$ cat src/rtl/ast_arb_pkg.sv
// Shared types and the round-robin pick helper for the AST packet arbiter.
// rr_pick is sized for up to RR_MAX_N inputs; callers zero-extend their vectors.
package ast_arb_pkg;

  typedef enum logic {IDLE = 1'b0, LOCKED = 1'b1} arb_state_t;

  localparam int RR_MAX_W = 6;
  localparam int RR_MAX_N = 1 << RR_MAX_W;

  typedef struct packed {
    logic                found;
    logic [RR_MAX_W-1:0] idx;
  } rr_pick_t;

  // First set bit of valid at or after ptr, wrapping at n. idx falls back to ptr.
  function automatic rr_pick_t rr_pick(input logic [RR_MAX_N-1:0] valid,
                                       input logic [RR_MAX_W-1:0] ptr,
                                       input int                  n);
    rr_pick_t          res;
    logic [RR_MAX_W:0] pos;
    res     = '0;
    res.idx = ptr;
    for (int k = 0; k < RR_MAX_N; k++) begin
      if (k < n && !res.found) begin
        pos = {1'b0, ptr} + (RR_MAX_W+1)'(k);
        if (pos >= (RR_MAX_W+1)'(n)) pos = pos - (RR_MAX_W+1)'(n);
        if (valid[pos[RR_MAX_W-1:0]]) begin
          res.found = 1'b1;
          res.idx   = pos[RR_MAX_W-1:0];
        end
      end
    end
    return res;
  endfunction

endpackage

$ cat src/rtl/ast_skid_buffer.sv
// Two-entry Avalon-ST output buffer; full is registered so upstream ready
// never sees downstream ready combinationally.
module ast_skid_buffer
  import ast_arb_pkg::*;
#(
  parameter int BYTE_W      = 8,
  parameter int AST_SYMBOLS = 1,
  parameter int AST_EMPTY_W = (AST_SYMBOLS == 1) ? 1 : $clog2(AST_SYMBOLS)
) (
  input  logic                                  clk_i,
  input  logic                                  srst_n_i,
  input  logic                                  push_i,
  input  logic [AST_SYMBOLS-1:0][BYTE_W-1:0]    data_i,
  input  logic [AST_EMPTY_W-1:0]                empty_i,
  input  logic                                  sop_i,
  input  logic                                  eop_i,
  output logic                                  full_o,
  output logic                                  valid_o,
  input  logic                                  ready_i,
  output logic [AST_SYMBOLS-1:0][BYTE_W-1:0]    data_o,
  output logic [AST_EMPTY_W-1:0]                empty_o,
  output logic                                  sop_o,
  output logic                                  eop_o
);

  localparam int DW = AST_SYMBOLS * BYTE_W;
  localparam int EW = DW + AST_EMPTY_W + 2;

  logic [1:0][EW-1:0] mem_q;
  logic               wr_q, rd_q;
  logic [1:0]         cnt_q, cnt_d;
  logic               pop;

  assign full_o  = (cnt_q == 2'd2);
  assign valid_o = (cnt_q != 2'd0);
  assign pop     = valid_o && ready_i;
  assign {data_o, empty_o, sop_o, eop_o} = mem_q[rd_q];

  always_comb begin
    cnt_d = cnt_q;
    case ({push_i, pop})
      2'b10:   cnt_d = cnt_q + 2'd1;
      2'b01:   cnt_d = cnt_q - 2'd1;
      default: cnt_d = cnt_q;
    endcase
  end

  always_ff @(posedge clk_i) begin
    if (!srst_n_i) begin
      mem_q <= '0;
      wr_q  <= 1'b0;
      rd_q  <= 1'b0;
      cnt_q <= 2'd0;
    end else begin
      if (push_i) begin
        mem_q[wr_q] <= {data_i, empty_i, sop_i, eop_i};
        wr_q        <= ~wr_q;
      end
      if (pop) rd_q <= ~rd_q;
      cnt_q <= cnt_d;
    end
  end

endmodule

$ cat src/rtl/ast_rr_packet_arbiter.sv
// Packet-atomic round-robin merge of IN_DIRS_CNT Avalon-ST sinks onto one source.
// A packet that starts on an input holds the grant until its eop is accepted.
module ast_rr_packet_arbiter
  import ast_arb_pkg::*;
#(
  parameter int BYTE_W      = 8,
  parameter int IN_DIRS_CNT = 8,
  parameter int AST_SYMBOLS = 1,
  parameter int AST_EMPTY_W = (AST_SYMBOLS == 1) ? 1 : $clog2(AST_SYMBOLS)
) (
  input  logic                                               clk_i,
  input  logic                                               srst_n_i,
  input  logic [IN_DIRS_CNT-1:0][AST_SYMBOLS-1:0][BYTE_W-1:0] ast_sink_data_i,
  input  logic [IN_DIRS_CNT-1:0]                             ast_sink_valid_i,
  output logic [IN_DIRS_CNT-1:0]                             ast_sink_ready_o,
  input  logic [IN_DIRS_CNT-1:0][AST_EMPTY_W-1:0]            ast_sink_empty_i,
  input  logic [IN_DIRS_CNT-1:0]                             ast_sink_startofpacket_i,
  input  logic [IN_DIRS_CNT-1:0]                             ast_sink_endofpacket_i,
  output logic [AST_SYMBOLS-1:0][BYTE_W-1:0]                 ast_source_data_o,
  output logic                                               ast_source_valid_o,
  input  logic                                               ast_source_ready_i,
  output logic [AST_EMPTY_W-1:0]                             ast_source_empty_o,
  output logic                                               ast_source_startofpacket_o,
  output logic                                               ast_source_endofpacket_o,
  output logic [$clog2(IN_DIRS_CNT)-1:0]                     grant_o,
  output logic                                               proto_err_o
);

  localparam int GW = $clog2(IN_DIRS_CNT);

  arb_state_t    state_q, state_d;
  logic [GW-1:0] ptr_q, ptr_d, gnt_q, gnt_d;
  logic [GW-1:0] cand_idx, sel, sel_nxt;
  logic          cand_found;
  logic          err_q, err_d;
  logic          en_q;
  logic          buf_full, rdy_any, push, sel_sop, sel_eop;
  rr_pick_t      pick;

  always_comb begin
    pick       = rr_pick(RR_MAX_N'(ast_sink_valid_i), RR_MAX_W'(ptr_q), IN_DIRS_CNT);
    cand_found = pick.found;
    cand_idx   = GW'(pick.idx);
  end

  // en_q keeps every ready low for the first cycle out of reset.
  assign sel     = (state_q == LOCKED) ? gnt_q : cand_idx;
  assign sel_nxt = (sel == GW'(IN_DIRS_CNT - 1)) ? '0 : sel + 1'b1;
  assign rdy_any = en_q && !buf_full && ((state_q == LOCKED) || cand_found);
  assign push    = rdy_any && ast_sink_valid_i[sel];
  assign sel_sop = ast_sink_startofpacket_i[sel];
  assign sel_eop = ast_sink_endofpacket_i[sel];

  always_comb begin
    ast_sink_ready_o      = '0;
    ast_sink_ready_o[sel] = rdy_any;
  end

  assign grant_o     = en_q ? sel : '0;
  assign proto_err_o = err_q;

  always_comb begin
    state_d = state_q;
    ptr_d   = ptr_q;
    gnt_d   = gnt_q;
    err_d   = err_q;
    case (state_q)
      IDLE: if (push) begin
        if (!sel_sop) err_d = 1'b1;
        if (sel_eop) ptr_d = sel_nxt;
        else begin
          gnt_d   = sel;
          state_d = LOCKED;
        end
      end
      LOCKED: if (push) begin
        if (sel_sop) err_d = 1'b1;
        if (sel_eop) begin
          ptr_d   = sel_nxt;
          state_d = IDLE;
        end
      end
      default: state_d = IDLE;
    endcase
  end

  always_ff @(posedge clk_i) begin
    if (!srst_n_i) begin
      state_q <= IDLE;
      ptr_q   <= '0;
      gnt_q   <= '0;
      err_q   <= 1'b0;
      en_q    <= 1'b0;
    end else begin
      state_q <= state_d;
      ptr_q   <= ptr_d;
      gnt_q   <= gnt_d;
      err_q   <= err_d;
      en_q    <= 1'b1;
    end
  end

  ast_skid_buffer #(
    .BYTE_W      (BYTE_W),
    .AST_SYMBOLS (AST_SYMBOLS),
    .AST_EMPTY_W (AST_EMPTY_W)
  ) u_buf (
    .clk_i    (clk_i),
    .srst_n_i (srst_n_i),
    .push_i   (push),
    .data_i   (ast_sink_data_i[sel]),
    .empty_i  (ast_sink_empty_i[sel]),
    .sop_i    (sel_sop),
    .eop_i    (sel_eop),
    .full_o   (buf_full),
    .valid_o  (ast_source_valid_o),
    .ready_i  (ast_source_ready_i),
    .data_o   (ast_source_data_o),
    .empty_o  (ast_source_empty_o),
    .sop_o    (ast_source_startofpacket_o),
    .eop_o    (ast_source_endofpacket_o)
  );

endmodule

$ cat config.mk
export PLATFORM = sky130hd
export DESIGN_NAME = ast_rr_packet_arbiter
export DESIGN_NICKNAME = d
export VERILOG_FILES = /design/src/rtl/ast_arb_pkg.sv /design/src/rtl/ast_skid_buffer.sv /design/src/rtl/ast_rr_packet_arbiter.sv
export SDC_FILE = /design/constraint.sdc
export NUM_CORES = 1
export LEC_CHECK = 0
export CELL_PAD_IN_SITES_DETAIL_PLACEMENT = 0
export CELL_PAD_IN_SITES_GLOBAL_PLACEMENT = 1
export CORE_MARGIN = 1
export CORE_UTILIZATION = 37
export CTS_BUF_LIST = sky130_fd_sc_hd__clkbuf_8
export DETAILED_ROUTE_END_ITERATION = 6
export GPL_TIMING_DRIVEN = 0
export PLACE_DENSITY = 0.89
export SLEW_MARGIN = 20
export SYNTH_ARGS = -nofsm -noshare
export SYNTH_HDL_FRONTEND = slang
export SYNTH_SLANG_ARGS = --single-unit
$ cat constraint.sdc
create_clock -name clk_i -period 8.8 [get_ports clk_i]
set_input_delay 0.88 -clock clk_i [delete_from_list [all_inputs] [get_ports clk_i]]
set_output_delay 0.88 -clock clk_i [all_outputs]
set_load 0.1 [all_outputs]
* After elaboration in Yosys (flattened, before gate mapping)
Index checks and enable logic that the tools add are counted.
** Storage, ports and cells
- Bits of input ports :: 99
- Flip-flop bits (word level) :: 35
- Logic and storage cells :: 154
- Output and inout bits :: 24
** Operators by class
- Reduce and logical (&&, ||, !) cells :: 13
- Multiplexer cells :: 79
- Magnitude comparators :: 21
- Bitwise operators :: 5
- $add $sub $neg :: 18
- Eq/ne operators :: 8
** Operator list (count)
- $mux 7 :: 15
- $mux 6 :: 15
- $lt 6x7->1 const B :: 8
- $bmux 1 s6 :: 8
- $sub 4x4->5 const B :: 7
- $mux 11 :: 3
- $ge 4x4->1 const B :: 7
- $bmux 8 s3 :: 1
- $bwmux 22 :: 1
- $mux 1 :: 21
- $add 3x3->4 const B :: 4
- $mux 3 :: 5
- $bmux 1 s3 :: 4
- $demux 11 s1 :: 1
- $add 3x2->4 const B :: 2
- $and 8x8->8 :: 1
- $mux 8 :: 1
- $logic_and 1x1->1 :: 6
- $ne 2x1->1 const B :: 3
- $sub 3x4->5 const B :: 1
- $add 3x1->4 const B :: 1
- $eq 2x2->1 const B :: 2
- $ge 3x4->1 const B :: 1
- $lt 1x2->1 const B :: 2
- 19 further kinds :: 24

* Depth between registers and ports, before layout
Gate-level depths: netlist of run 1.
- Word-level depth :: 46
- Mapped depth :: 22
- Mapped depth without buffers :: 18

* Modules after synthesis
Synthesis of run 1 repeated with hierarchy kept, for this count alone.
** Unflattened totals
- Cell total of the unflattened synthesis :: 356
- Area total of the unflattened synthesis :: 3377.0 µm²
** Modules (own cells, without submodules)
- ast_rr_packet_arbiter :: area an instance 2240.9 µm², cells an instance 227, sequential area each 180.2 µm², times used 1
- ast_skid_buffer :: area an instance 1136.1 µm², cells an instance 129, sequential area each 520.5 µm², times used 1

* Worst setup path after synthesis of run 1
Ideal clock, no wire load.
- Path kind :: reg2out
- Start point :: register ptr_q[1]
- End point :: output ast_sink_ready_o[0]
- Required time :: 7920 ps
- Arrival :: 5356 ps
- Slack :: 2564 ps
- Stages on the path, launching flop included :: 17
- Buffers on the path :: 4
- Cell sequence :: dfxtp_1 > buf_2 > clkbuf_1 > inv_1 > ha_1 > clkbuf_1 > mux4_2 > mux2_2 > a211o_1 > a2bb2oi_1 > o2111ai_1 > a2111oi_4 > a2111oi_4 > buf_2 > nand2b_1 > or2_2 > nor2_1
** On the way
- Cells in the longest elaborated chain, start to end :: 26
- Elaborated cells between the ends (all ways) :: 78
- Those cells by class :: add/sub: 15; order compare: 10; mux: 49; bitwise: 1; reduce/logical: 3
** RTL lines
- start, declared :: RTL line ast_rr_packet_arbiter.sv:32 : logic [GW-1:0] ptr_q, ptr_d, gnt_q, gnt_d;
- start signal, assigned :: RTL line ast_rr_packet_arbiter.sv:96 : ptr_q <= ptr_d;
- $add 3x1->4 :: RTL line ast_arb_pkg.sv:25 : pos = {1'b0, ptr} + (RR_MAX_W+1)'(k);
- $sub 4x4->5 or $ge 4x4->1 (tied branches) :: RTL line ast_arb_pkg.sv:26 : if (pos >= (RR_MAX_W+1)'(n)) pos = pos - (RR_MAX_W+1)'(n);
- $mux 6 :: RTL line ast_arb_pkg.sv:26
- $mux 6 :: RTL line ast_arb_pkg.sv:24 : if (k < n && !res.found) begin
- $bmux 1 s6 :: RTL line ast_arb_pkg.sv:27 : if (valid[pos[RR_MAX_W-1:0]]) begin
- $mux 1 (implied by the code) :: RTL line ast_arb_pkg.sv:27
- $mux 7 :: RTL line ast_arb_pkg.sv:27
- $mux 7 :: RTL line ast_arb_pkg.sv:24
- [... 10 more ...]
- $mux 7 :: RTL line ast_arb_pkg.sv:27
- $mux 7 * :: RTL line ast_arb_pkg.sv:24
- $mux 3 :: RTL line ast_rr_packet_arbiter.sv:47 : assign sel = (state_q == LOCKED) ? gnt_q : cand_idx;
- $lt 3x4->1 (implied by the code) or $ge 3x1->1 (tied branches) :: RTL line ast_rr_packet_arbiter.sv:56 : ast_sink_ready_o[sel] = rdy_any;
- $logic_and 1x1->1 (implied by the code) :: RTL line ast_rr_packet_arbiter.sv:56
- $mux 1 (implied by the code) :: RTL line ast_rr_packet_arbiter.sv:56
- $demux 1 s3 :: RTL line ast_rr_packet_arbiter.sv:56
- $and 8x8->8 (no line) *
- end, declared :: RTL line ast_rr_packet_arbiter.sv:15 : output logic [IN_DIRS_CNT-1:0] ast_sink_ready_o,
Every way passes the cells marked *; elsewhere a longest branch is shown, timed or not. The select of a mux whose other input is x is not followed.

* Final worst setup path of run 1
- Start point :: register ptr_q[1]
- End point :: output ast_sink_ready_o[4]
Same word-level chain as after synthesis.

==> results.ini, run 1 <==
[outcome]
outcome=complete, no violations

[synthesis]
synth_area_leaders=dfxtp_1 18%, mux2i_1 11%, nand2_1 9.7%
syn_nets=621
yosysSeqAreaShare=0.181
async_flop_share=0
netlist_area_um2=3870
yosys.area.top_type_share=0.181
yosysTopAreaCell=dfxtp_1
yosysWarningCount=0
synth-main-ff-cell=dfxtp_1
synth_cell_types=60
avgSynthCellArea_um2=7.54
synthCells=513
synth_edf_count=0
ys_seq_elements=35

[drt]
drc=0
wirelength_mm=13.7
antenna_left=0
initialDrtViolationCount=176
wl_per_cell_um=17.7
avgViaCountPerCell=5.85
vias=4523
dr.pass1.iters=5

[clock_tree]
cts_buffer_depth=2
clk_latency_ps=290
cts-root-buf=clkbuf_8
numCtsBuffers=5
ctsHoldBuffers=0
postCtsResizedCells=0
h-tree-depth=2
cts.clk_slew.worst_paths_ps=70
cts.sinks=35
cts_tree=yes
post_cts_buffers=0

[finish]
final_core_util=0.535
n_fill_cell=947
drive_gt1_frac=0.0953
num-nets-final=747
n_antenna_cell=0
layout_common_cells=119 x clkdlybuf4s50_1, 100 x nand2_1, 46 x a21oi_1
final_common_cell=clkdlybuf4s50_1
area_growth_pct=37.7

[critical_path]
crit_end=ast_sink_ready_o[4]
critPathArrivalTime_ps=6830
crit_fanout=10
criticalPathCategory=flop to output pin
crit_start=ptr_q[1]$_SDFFE_PN0P_
r2r-end=u_buf.cnt_q[1]$_SDFFE_PN0P_
startpoint_type=flop
required_ps=7920
rr_worst_depth=19
timing.rr.start=ptr_q[1]$_SDFFE_PN0P_
critPathCaptureType=output pin
r2r_slack_ps=2420

[sta]
finClkSkew_ps=4.76
timing.final.crit_share=0.877
finalHoldViolCount=0
slew_violations=0
fin_hold_ws_ps=479
setup_slack_ps=1090
worst_pin_slew_ps=1100
fmax_mhz=130
min_period_ps=7710
relSlewSlack=0.266
setup_viol=0
tns_ps=0
rsz0062_at_grt=no

[global_route]
first_global_vias=4365
gr-total-overflow=0
grt_start_max_net_pins=11
antenna_found_initial=0
gr-usage-all-layers=0.249
grt_pass1_wl_mm=21.9

[placement]
port_buffers=119
hpwl_mm=10.7
place.gp.congestion=0.903
pre_cts_ws_ps=1460

[floorplan]
start_util=0.389
pin_count=123
row_count=36
die_w_um=104
coreArea_um2=9950
die_area_um2=10900
die_h_um=104

[hold_path]
holdCritPathClass=flop to flop
worstHoldStart=u_buf.mem_q[2]$_SDFFE_PN0P_

[run]
maxCapViolations=0

-- metrics by stage --
stage / area [um2] / instances
2_1_floorplan: 3870 / 513
3_3_place_gp: 5230 / 765
3_5_place_dp: 5230 / 765
4_1_cts: 5330 / 773
5_1_grt: 5330 / 773
6_report: 5330 / 773
-- registers in the layout, indices dropped and copies added, names as in the netlist, named ones only --
name and flops:
en_q 1, u_buf.wr_q 1, u_buf.rd_q 1, u_buf.mem_q 22
proto_err_o 1, u_buf.cnt_q 2, ptr_q 3, gnt_q 3
-- how the worst min path moves through the flow --
stage	end	slack [ps]	cells past startpoint
2_1_floorplan	gnt_q[1]$_SDFFE_PN0P_	440	2
3_3_place_gp	gnt_q[1]$_SDFFE_PN0P_	450	2
3_5_place_dp	u_buf.mem_q[3]$_SDFFE_PN0P_	470	2
4_1_cts	u_buf.mem_q[3]$_SDFFE_PN0P_	480	2
5_1_grt	gnt_q[1]$_SDFFE_PN0P_	500	2
6_report	u_buf.mem_q[2]$_SDFFE_PN0P_	480	2
-- layout make-up --
| type | instances | area (um2) | share of cell area |
|---|---|---|---|
| plain buffers | 43 | 193 | 0.0362 |
| clock buffers | 7 | 96.3 | 0.0181 |
| clock inverters | 1 | 3.75 | 0.000705 |
| inverters | 13 | 51.3 | 0.00963 |
| multi-input cells | 422 | 2920 | 0.549 |
| flip-flops and latches | 35 | 701 | 0.132 |
| well taps | 133 | 166 | 0.0312 |
| repair buffers | 119 | 1190 | 0.224 |
-- layer usage --
layer	global-route usage	vias to the layer above	share of wire
met3	0.0351	28	0.069
met5	0	-	0
met1	0.290	2135	0.40
li1	-	2158	-
met4	0.0959	0	0.029
met2	0.456	202	0.50
-- critical path, cell delays in order (launching register included) --
cell             delay, ps
dfxtp_1                400
buf_2                  310
clkbuf_1               470
inv_1                  330
ha_1                   360
clkbuf_1               370
mux4_2                 460
mux2i_1                380
o21ai_1                160
nand4b_1               380
o22a_1                 350
xnor2_1                230
o21a_1                 240
buf_2                  310
buf_2                  310
nand3_1                130
nor2_1                 170
clkdlybuf4s50_1       1170
-- cells in the mapped netlist (all sizes together), types with 4 or more instances --
cell / instances
nand2: 100
a21oi: 47
mux2i: 42
dfxtp: 35
o21ai: 26
clkbuf: 25
nand4: 24
nor2: 23
nor3: 19
a32oi: 18
buf: 18
mux2: 18
inv: 12
a22o: 10
and2: 10
mux4: 10
ha: 9
nand2b: 7
a211oi: 5
xnor2: 5
or2: 4
-- kinds of logic after synthesis --
group | share of synthesized area
buffers and inverters | 0.0631
AND/OR/NAND/NOR | 0.235
AO/OA/AOI/OAI | 0.253
multiplexers | 0.220
XOR/XNOR | 0.0181
flip-flops | 0.181
adder cells (fa/ha/maj) | 0.0291
Power of run 1 is left out: the tool's default activity adds up to more than one toggle a clock period on the data nets, which glitch-free logic cannot reach.
==> run 2: changes to the inputs <==
Settings changed: ABC_AREA set to 1, CORE_UTILIZATION 37 to 33, HOLD_SLACK_MARGIN set to 0.15, PLACE_DENSITY 0.89 to 0.88.
==> run 2 against run 1 <==
  * Die area grew 6.9%
  * Synthesized cell count increased by 32%
  * Core utilization is 6.0 points lower
  * Final cell count is 23% higher
  * Fmax is 30% higher
  * Via count is 0.80% lower
  * First-iteration DRC count increased by 5.7%
  * Design area shrank 2.9%
  * Area after synthesis shrank 4.6%
  * Largest cell class unchanged
==> results.ini, run 2 <==
[critical_path]
startpoint_type=flop
slowest_stage=clkdlybuf4s50_1
critPathCaptureType=output pin
criticalPathCategory=flop to output pin
critPathArrivalTime_ps=5070  ; -1760 ps
slowest_delay_ps=1160  ; about the same
crit_top_cell=nand2_1
crit_chain=inv_2, ha_1, buf_2, inv_2, nand3_1, nand2_1, nand2_2, nand3_4, nand3_2, nor2_2, nand3_2, nand2_1, inv_1, nand2_1, nand2_1, nand3_2, nand2_2, inv_1, clkbuf_1, nand2_1, nor3_1, clkdlybuf4s50_1
required_ps=7920  ; about the same
timing.rr.start=ptr_q[1]$_SDFFE_PN0P_
crit_fanout=11  ; +1
crit_start=ptr_q[1]$_SDFFE_PN0P_

[synthesis]
synth_cell_types=33  ; -45%
syn_nets=787  ; +27%
yosys.area.top_type_share=0.248  ; +0.0669
netlist_area_um2=3690  ; -4.6%
yosysSeqAreaShare=0.190  ; +0.00865
synth_area_leaders=nand2_1 25%, dfxtp_1 19%, nand3_1 11%
synth-main-ff-cell=dfxtp_1
synth.most_common_cell=nand2_1
yosys-top-cells-count=244 x nand2_1, 97 x inv_1, 83 x nand3_1
synthCells=679  ; +32%
async_flop_share=0  ; unchanged
avgSynthCellArea_um2=5.44  ; -28%
yosysTopAreaCell=nand2_1
synth_edf_count=0  ; unchanged
ys_seq_elements=35  ; unchanged
yosysWarningCount=0  ; unchanged

[power]
powerDensity_nw_per_um2=435
ir_drop_mv=0.267
total_power_uw=2250
switchingPower_uw=1420
power.leakage_uw=0.00261
internal-power_uw=827
swShare=0.632
clockPowerShare=0.051
pwr-share-seq=0.099
p_comb_frac=0.850

[sta]
finalHoldViolCount=0  ; unchanged
relSlewSlack=0.352  ; +0.0864
fin_hold_ws_ps=473  ; -5.91 ps
slew_violations=0  ; unchanged
timing.final.crit_share=0.677  ; -0.200
tns_ps=0  ; unchanged
setup_slack_ps=2850  ; +1760 ps
min_period_ps=5950  ; -1760 ps
worst_pin_slew_ps=969  ; -133 ps
fmax_mhz=168  ; +30%
finClkSkew_ps=11.6  ; +6.81 ps
rsz0062_at_grt=no
setup_viol=0  ; unchanged

[clock_tree]
ctsHoldBuffers=0  ; unchanged
cts_buffer_depth=2  ; unchanged
cts.sinks=35  ; unchanged
cts-root-buf=clkbuf_8
numCtsBuffers=5  ; unchanged
cts.clk_slew.worst_paths_ps=80  ; about the same
postCtsResizedCells=0  ; unchanged
clk_latency_ps=290  ; about the same
h-tree-depth=2  ; unchanged
cts_tree=yes
post_cts_buffers=0  ; unchanged

[drt]
initialDrtViolationCount=186  ; +5.7%
drc=0  ; unchanged
vias=4487  ; -0.80%
dr.pass1.iters=5  ; unchanged
avgViaCountPerCell=4.73  ; -19%
wl_per_cell_um=12.7  ; -28%
wirelength_mm=12.1  ; -12%
antenna_left=0  ; unchanged

[global_route]
gr-usage-all-layers=0.216  ; -0.0331
gr-total-overflow=0  ; unchanged
grtUsageMet1=0.285  ; -0.00544
grt_start_max_net_pins=12  ; +1
antenna_found_initial=0  ; unchanged
top_usage_layer=met2
grt_pass1_wl_mm=19.9  ; -9.1%
grtUsageMet2=0.370  ; -0.0853
first_global_vias=4293  ; -1.6%
met3_usage=0.0339  ; -0.00119

[placement]
pre_cts_ws_ps=3020  ; +1560 ps
port_buffers=122  ; +2.5%
place.gp.congestion=0.840  ; -7.0%
hpwl_mm=9.88  ; -7.7%

[floorplan]
pin_count=123  ; unchanged
die_w_um=108  ; +3.4%
die_area_um2=11600  ; +6.9%
die_h_um=108  ; +3.4%
start_util=0.339  ; -0.0495
coreArea_um2=10900  ; +9.4%
row_count=38  ; +5.6%

[finish]
layout_common_cells=244 x nand2_1, 122 x clkdlybuf4s50_1, 98 x inv_1
final_common_cell=nand2_1
n_fill_cell=1181  ; +25%
top_regs=u_buf.mem_q x22, gnt_q x3, ptr_q x3
largest_reg_flops=22  ; unchanged
n_antenna_cell=0  ; unchanged
largest-register=u_buf.mem_q
num-nets-final=916  ; +23%
area_growth_pct=40.1
drive_gt1_frac=0.0890  ; -0.00631

[hold_path]
worstHoldStart=proto_err_o$_SDFFE_PN0P_
holdCritPathClass=flop to flop

[outcome]
outcome=complete, no violations

[run]
maxCapViolations=0  ; unchanged

==> run 2: cell count changes after synthesis, moves of 21 or more <==
| cell | before | now |
|---|---|---|
| nand4_1 | 24 | 3 |
| nor2_1 | 23 | 65 |
| inv_1 | 11 | 97 |
| nand3_1 | 3 | 83 |
| a21oi_1 | 46 | 15 |
| mux2i_1 | 42 | 0 |
| nand2_1 | 100 | 244 |
==> run 2: logic make-up (layout without fill, tap and decap cells) <==
group	after synthesis	count (layout)	share of synthesized area
adders and majority gates	9	9	0.0305
AOI/OAI and AO/OA	56	56	0.0895
and+or+nand+nor	433	433	0.515
DFF	35	35	0.190
xor gates and xnor gates	4	4	0.0115
buffers and inverters	142	272	0.163
==> run 2: worst paths after layout <==
path / cells after the start / slack, ps / endpoint
setup / recovery: 22 / 2850 / ast_sink_ready_o[3]
hold reg to reg: 2 / 470 / proto_err_o$_SDFFE_PN0P_
hold / removal: 2 / 470 / proto_err_o$_SDFFE_PN0P_
setup reg to reg: 29 / 4440 / u_buf.cnt_q[1]$_SDFFE_PN0P_
==> run 2: cell type report <==
class / instances / area (um2) / area share
repair buffers: 122 / 1220 / 0.236
plain buffers: 33 / 189 / 0.0365
well taps: 140 / 175 / 0.0339
flip-flops and latches: 35 / 701 / 0.135
clock inverters: 3 / 16.3 / 0.00314
inverters: 109 / 414 / 0.0800
multi-input cells: 502 / 2390 / 0.462
clock buffers: 5 / 68.8 / 0.0133
==> run 2: layer usage <==
| metal | vias up | wire length, um |
|---|---|---|
| li1 | 2352 | - |
| met1 | 1979 | 5690 |
| met2 | 152 | 5550 |
| met3 | 4 | 754 |
| met4 | 0 | 69 |
| met5 | - | 0 |
==> run 2: through the flow <==
step           area [um2]   util  std cells
3_5_place_dp         5090  0.467        941
4_1_cts              5170  0.475        949
5_1_grt              5170  0.475        949
3_3_place_gp         5090  0.467        941
6_report             5170  0.475        949
2_1_floorplan        3690      -        679
==> run 2: power groups by stage <==
stage / sequential (uW) / combinational [uW] / clock [uW]
3_3_place_gp: 225 / 1890 / 0
6_report: 222 / 1910 / 115
3_5_place_dp: 227 / 1900 / 0
5_1_grt: 227 / 2130 / 125
2_1_floorplan: 228 / 1420 / 0
4_1_cts: 223 / 1910 / 117
==> run 2: critical path, delay by kind of cell, from the launching register on <==
kind | cells | cell delay [ps]
simple gates | 14 | 1550
flops | 1 | 560
buf+inv | 7 | 2340
fa+ha+maj | 1 | 310
Note: power is estimated with default switching activity, not from simulation.
==> run 3: changes to the inputs <==
Settings changed: CORE_UTILIZATION 33 to 31, PLACE_DENSITY 0.88 to 0.83.
Clock period 8.8 ns to 5.7 ns, I/O delays scaled along.
==> run 3 against run 2 <==
  * The flow now finishes with violations (DRC)
  * Clock skew decreased by 5.6 ps
  * Register-to-register slack got worse by 3200 ps
  * Global-route usage decreased by 0.57 points
  * Worst hold slack improved by 4.0 ps
  * Core utilization decreased by 2.2 points
  * Design area increased by 0.80%
  * Via count decreased by 1.1%
  * Critical endpoint is now grant_o[1]
  * Largest power group unchanged
==> results.ini, run 3 (same netlist as run 2, synthesis figures left out) <==
[global_route]
grt_pass1_wl_mm=21.1  ; +6.4%
grtUsageMet2=0.371  ; +0.000648
grtUsageMet1=0.275  ; -0.00923
first_global_vias=4335  ; +0.98%
gr-usage-all-layers=0.210  ; -0.00566
met3_usage=0.0279  ; -0.00601
grt_start_max_net_pins=12  ; unchanged
antenna_found_initial=0  ; unchanged
top_usage_layer=met2
gr-total-overflow=0  ; unchanged

[power]
pwr-share-seq=0.098  ; about the same
powerDensity_nw_per_um2=676  ; +56%
ir_drop_mv=0.526  ; +97%
switchingPower_uw=2210  ; +55%
internal-power_uw=1320  ; +59%
power.leakage_uw=0.00276  ; +5.8%
p_comb_frac=0.842  ; -0.008
clockPowerShare=0.060  ; +0.009
swShare=0.626  ; -0.00611

[clock_tree]
post_cts_buffers=0  ; unchanged
cts-root-buf=clkbuf_8
numCtsBuffers=5  ; unchanged
clk_latency_ps=290  ; about the same
cts_tree=yes
cts.sinks=35  ; unchanged
cts.clk_slew.worst_paths_ps=70  ; about the same
cts_buffer_depth=2  ; unchanged
h-tree-depth=2  ; unchanged

[floorplan]
start_util=0.321  ; -0.0185
die_w_um=111  ; +3.1%
die_area_um2=12400  ; +6.3%
row_count=39  ; +2.6%
coreArea_um2=11500  ; +5.8%
pin_count=123  ; unchanged
die_h_um=111  ; +3.1%

[finish]
largest_reg_flops=22  ; unchanged
multi_input_area_um2=2390  ; unchanged
area_growth_pct=41.2
layout_common_cells=244 x nand2_1, 114 x clkdlybuf4s50_1, 98 x inv_1
num-nets-final=916  ; unchanged
drive_gt1_frac=0.0879  ; -0.00113
largest-register=u_buf.mem_q
top_regs=u_buf.mem_q x22, gnt_q x3, ptr_q x3
finalNonFillerCells=951  ; +0.21%
n_antenna_cell=0  ; unchanged
final_common_cell=nand2_1
n_fill_cell=1229  ; +4.1%
regArea_um2=701  ; unchanged

[sta]
min_period_ps=5220
worst_pin_slew_ps=1010  ; +38.2 ps
setup_slack_ps=480  ; -2370 ps
finClkSkew_ps=6.02  ; -5.56 ps
slew_violations=0  ; unchanged
fmax_mhz=192
timing.final.crit_share=0.916
relSlewSlack=0.327  ; -0.0256
finalHoldViolCount=0  ; unchanged
setup_viol=0  ; unchanged
tns_ps=0  ; unchanged
rsz0062_at_grt=no

[drt]
avgViaCountPerCell=4.67  ; -1.3%
initialDrtViolationCount=195  ; +4.8%
vias=4439  ; -1.1%
antenna_left=0  ; unchanged
dr.pass1.iters=6  ; +1
drc=2  ; +2
wirelength_mm=12.6  ; +4.4%
wl_per_cell_um=13.2  ; +4.2%

[run]
maxCapViolations=0  ; unchanged

[critical_path]
crit_fanout=11  ; unchanged
criticalPathCategory=flop to output pin
required_ps=5130  ; -2790 ps
startpoint_type=flop
critPathCaptureType=output pin
critPathArrivalTime_ps=4650  ; -420 ps

[placement]
place.gp.congestion=0.837  ; -0.36%
pre_cts_ws_ps=487  ; -2530 ps
placedCellCount=944  ; +0.32%
hpwl_mm=10.4  ; +5.3%
port_buffers=122  ; unchanged

[hold_path]
holdCritPathClass=flop to flop

[outcome]
outcome=finished, violations left
failed_checks=DRC

## run 3: changes by cell type in the layout (fill, tap and decap cells not counted), sizes merged
cell / previous run / this run
bufinv: 0 / 1
clkinv: 4 / 3
dlymetal6s2s: 0 / 8
clkdlybuf4s50: 122 / 114
clkinvlp: 1 / 0
## run 3: final cells by class
cell class	instances	area share
buffer	33	0.0362
inverter	109	0.0794
clock buffer	5	0.0132
sequential	35	0.134
tap	143	0.0343
clock inverter	2	0.00648
multi-input combinational	502	0.458
timing repair buffer	122	0.238
## run 3: worst paths after layout
check / slack [ps] / end / depth (start not counted) / from
worst max-delay path: 480 / grant_o[1] / 21 / ptr_q[1]$_SDFFE_PN0P_
worst min-delay path: 480 / proto_err_o$_SDFFE_PN0P_ / 2 / proto_err_o$_SDFFE_PN0P_
worst max register to register: 1270 / u_buf.cnt_q[1]$_SDFFE_PN0P_ / 28 / ptr_q[1]$_SDFFE_PN0P_
worst min register to register: 480 / proto_err_o$_SDFFE_PN0P_ / 2 / proto_err_o$_SDFFE_PN0P_
## run 3: critical path: stages, from the launching register on
cell and delay [ps]:
dfxtp_1 570, inv_2 200, ha_1 310, buf_2 180
inv_2 110, nand3_1 110, nand2_1 100, nand2_1 60
nand2_2 110, nand4_4 150, nor2_4 140, nand3b_1 160
nand2_1 90, inv_1 40, nand2_1 60, nand2_1 50
nand2_1 70, nand2_2 130, buf_2 220, buf_2 210
nor2_1 100, clkdlybuf4s50_1 1160
## run 3: metrics by stage
step | hold WS (ps) | power, uW | util | cell area [um2]
2_1_floorplan | 458 | 2550 | - | 3690
3_3_place_gp | 461 | 3280 | 0.442 | 5090
3_5_place_dp | 463 | 3310 | 0.442 | 5090
4_1_cts | 474 | 3540 | 0.451 | 5190
5_1_grt | 517 | 3900 | 0.453 | 5220
6_report | 477 | 3530 | 0.453 | 5220
## run 3: metal layers
layer,share of wire,vias to the layer above
li1,-,2356
met1,0.47,1947
met2,0.47,125
met3,0.052,11
met4,0.0083,0
met5,0,-
## run 3: timing repair
| item | CTS | global route |
|---|---|---|
| gates resized for setup | 0 | 8 |
| endpoints found under the setup margin | 0 | 8 |
| hold buffers | 0 | 0 |
## run 3: power by group through the flow
| stage | sequential (uW) | clock [uW] | combinational, uW |
|---|---|---|---|
| finish | 345 | 213 | 2970 |
| global route | 351 | 227 | 3320 |
| CTS | 345 | 217 | 2980 |
| detailed placement | 350 | 0 | 2960 |
| global placement | 348 | 0 | 2930 |
| floorplan | 352 | 0 | 2200 |
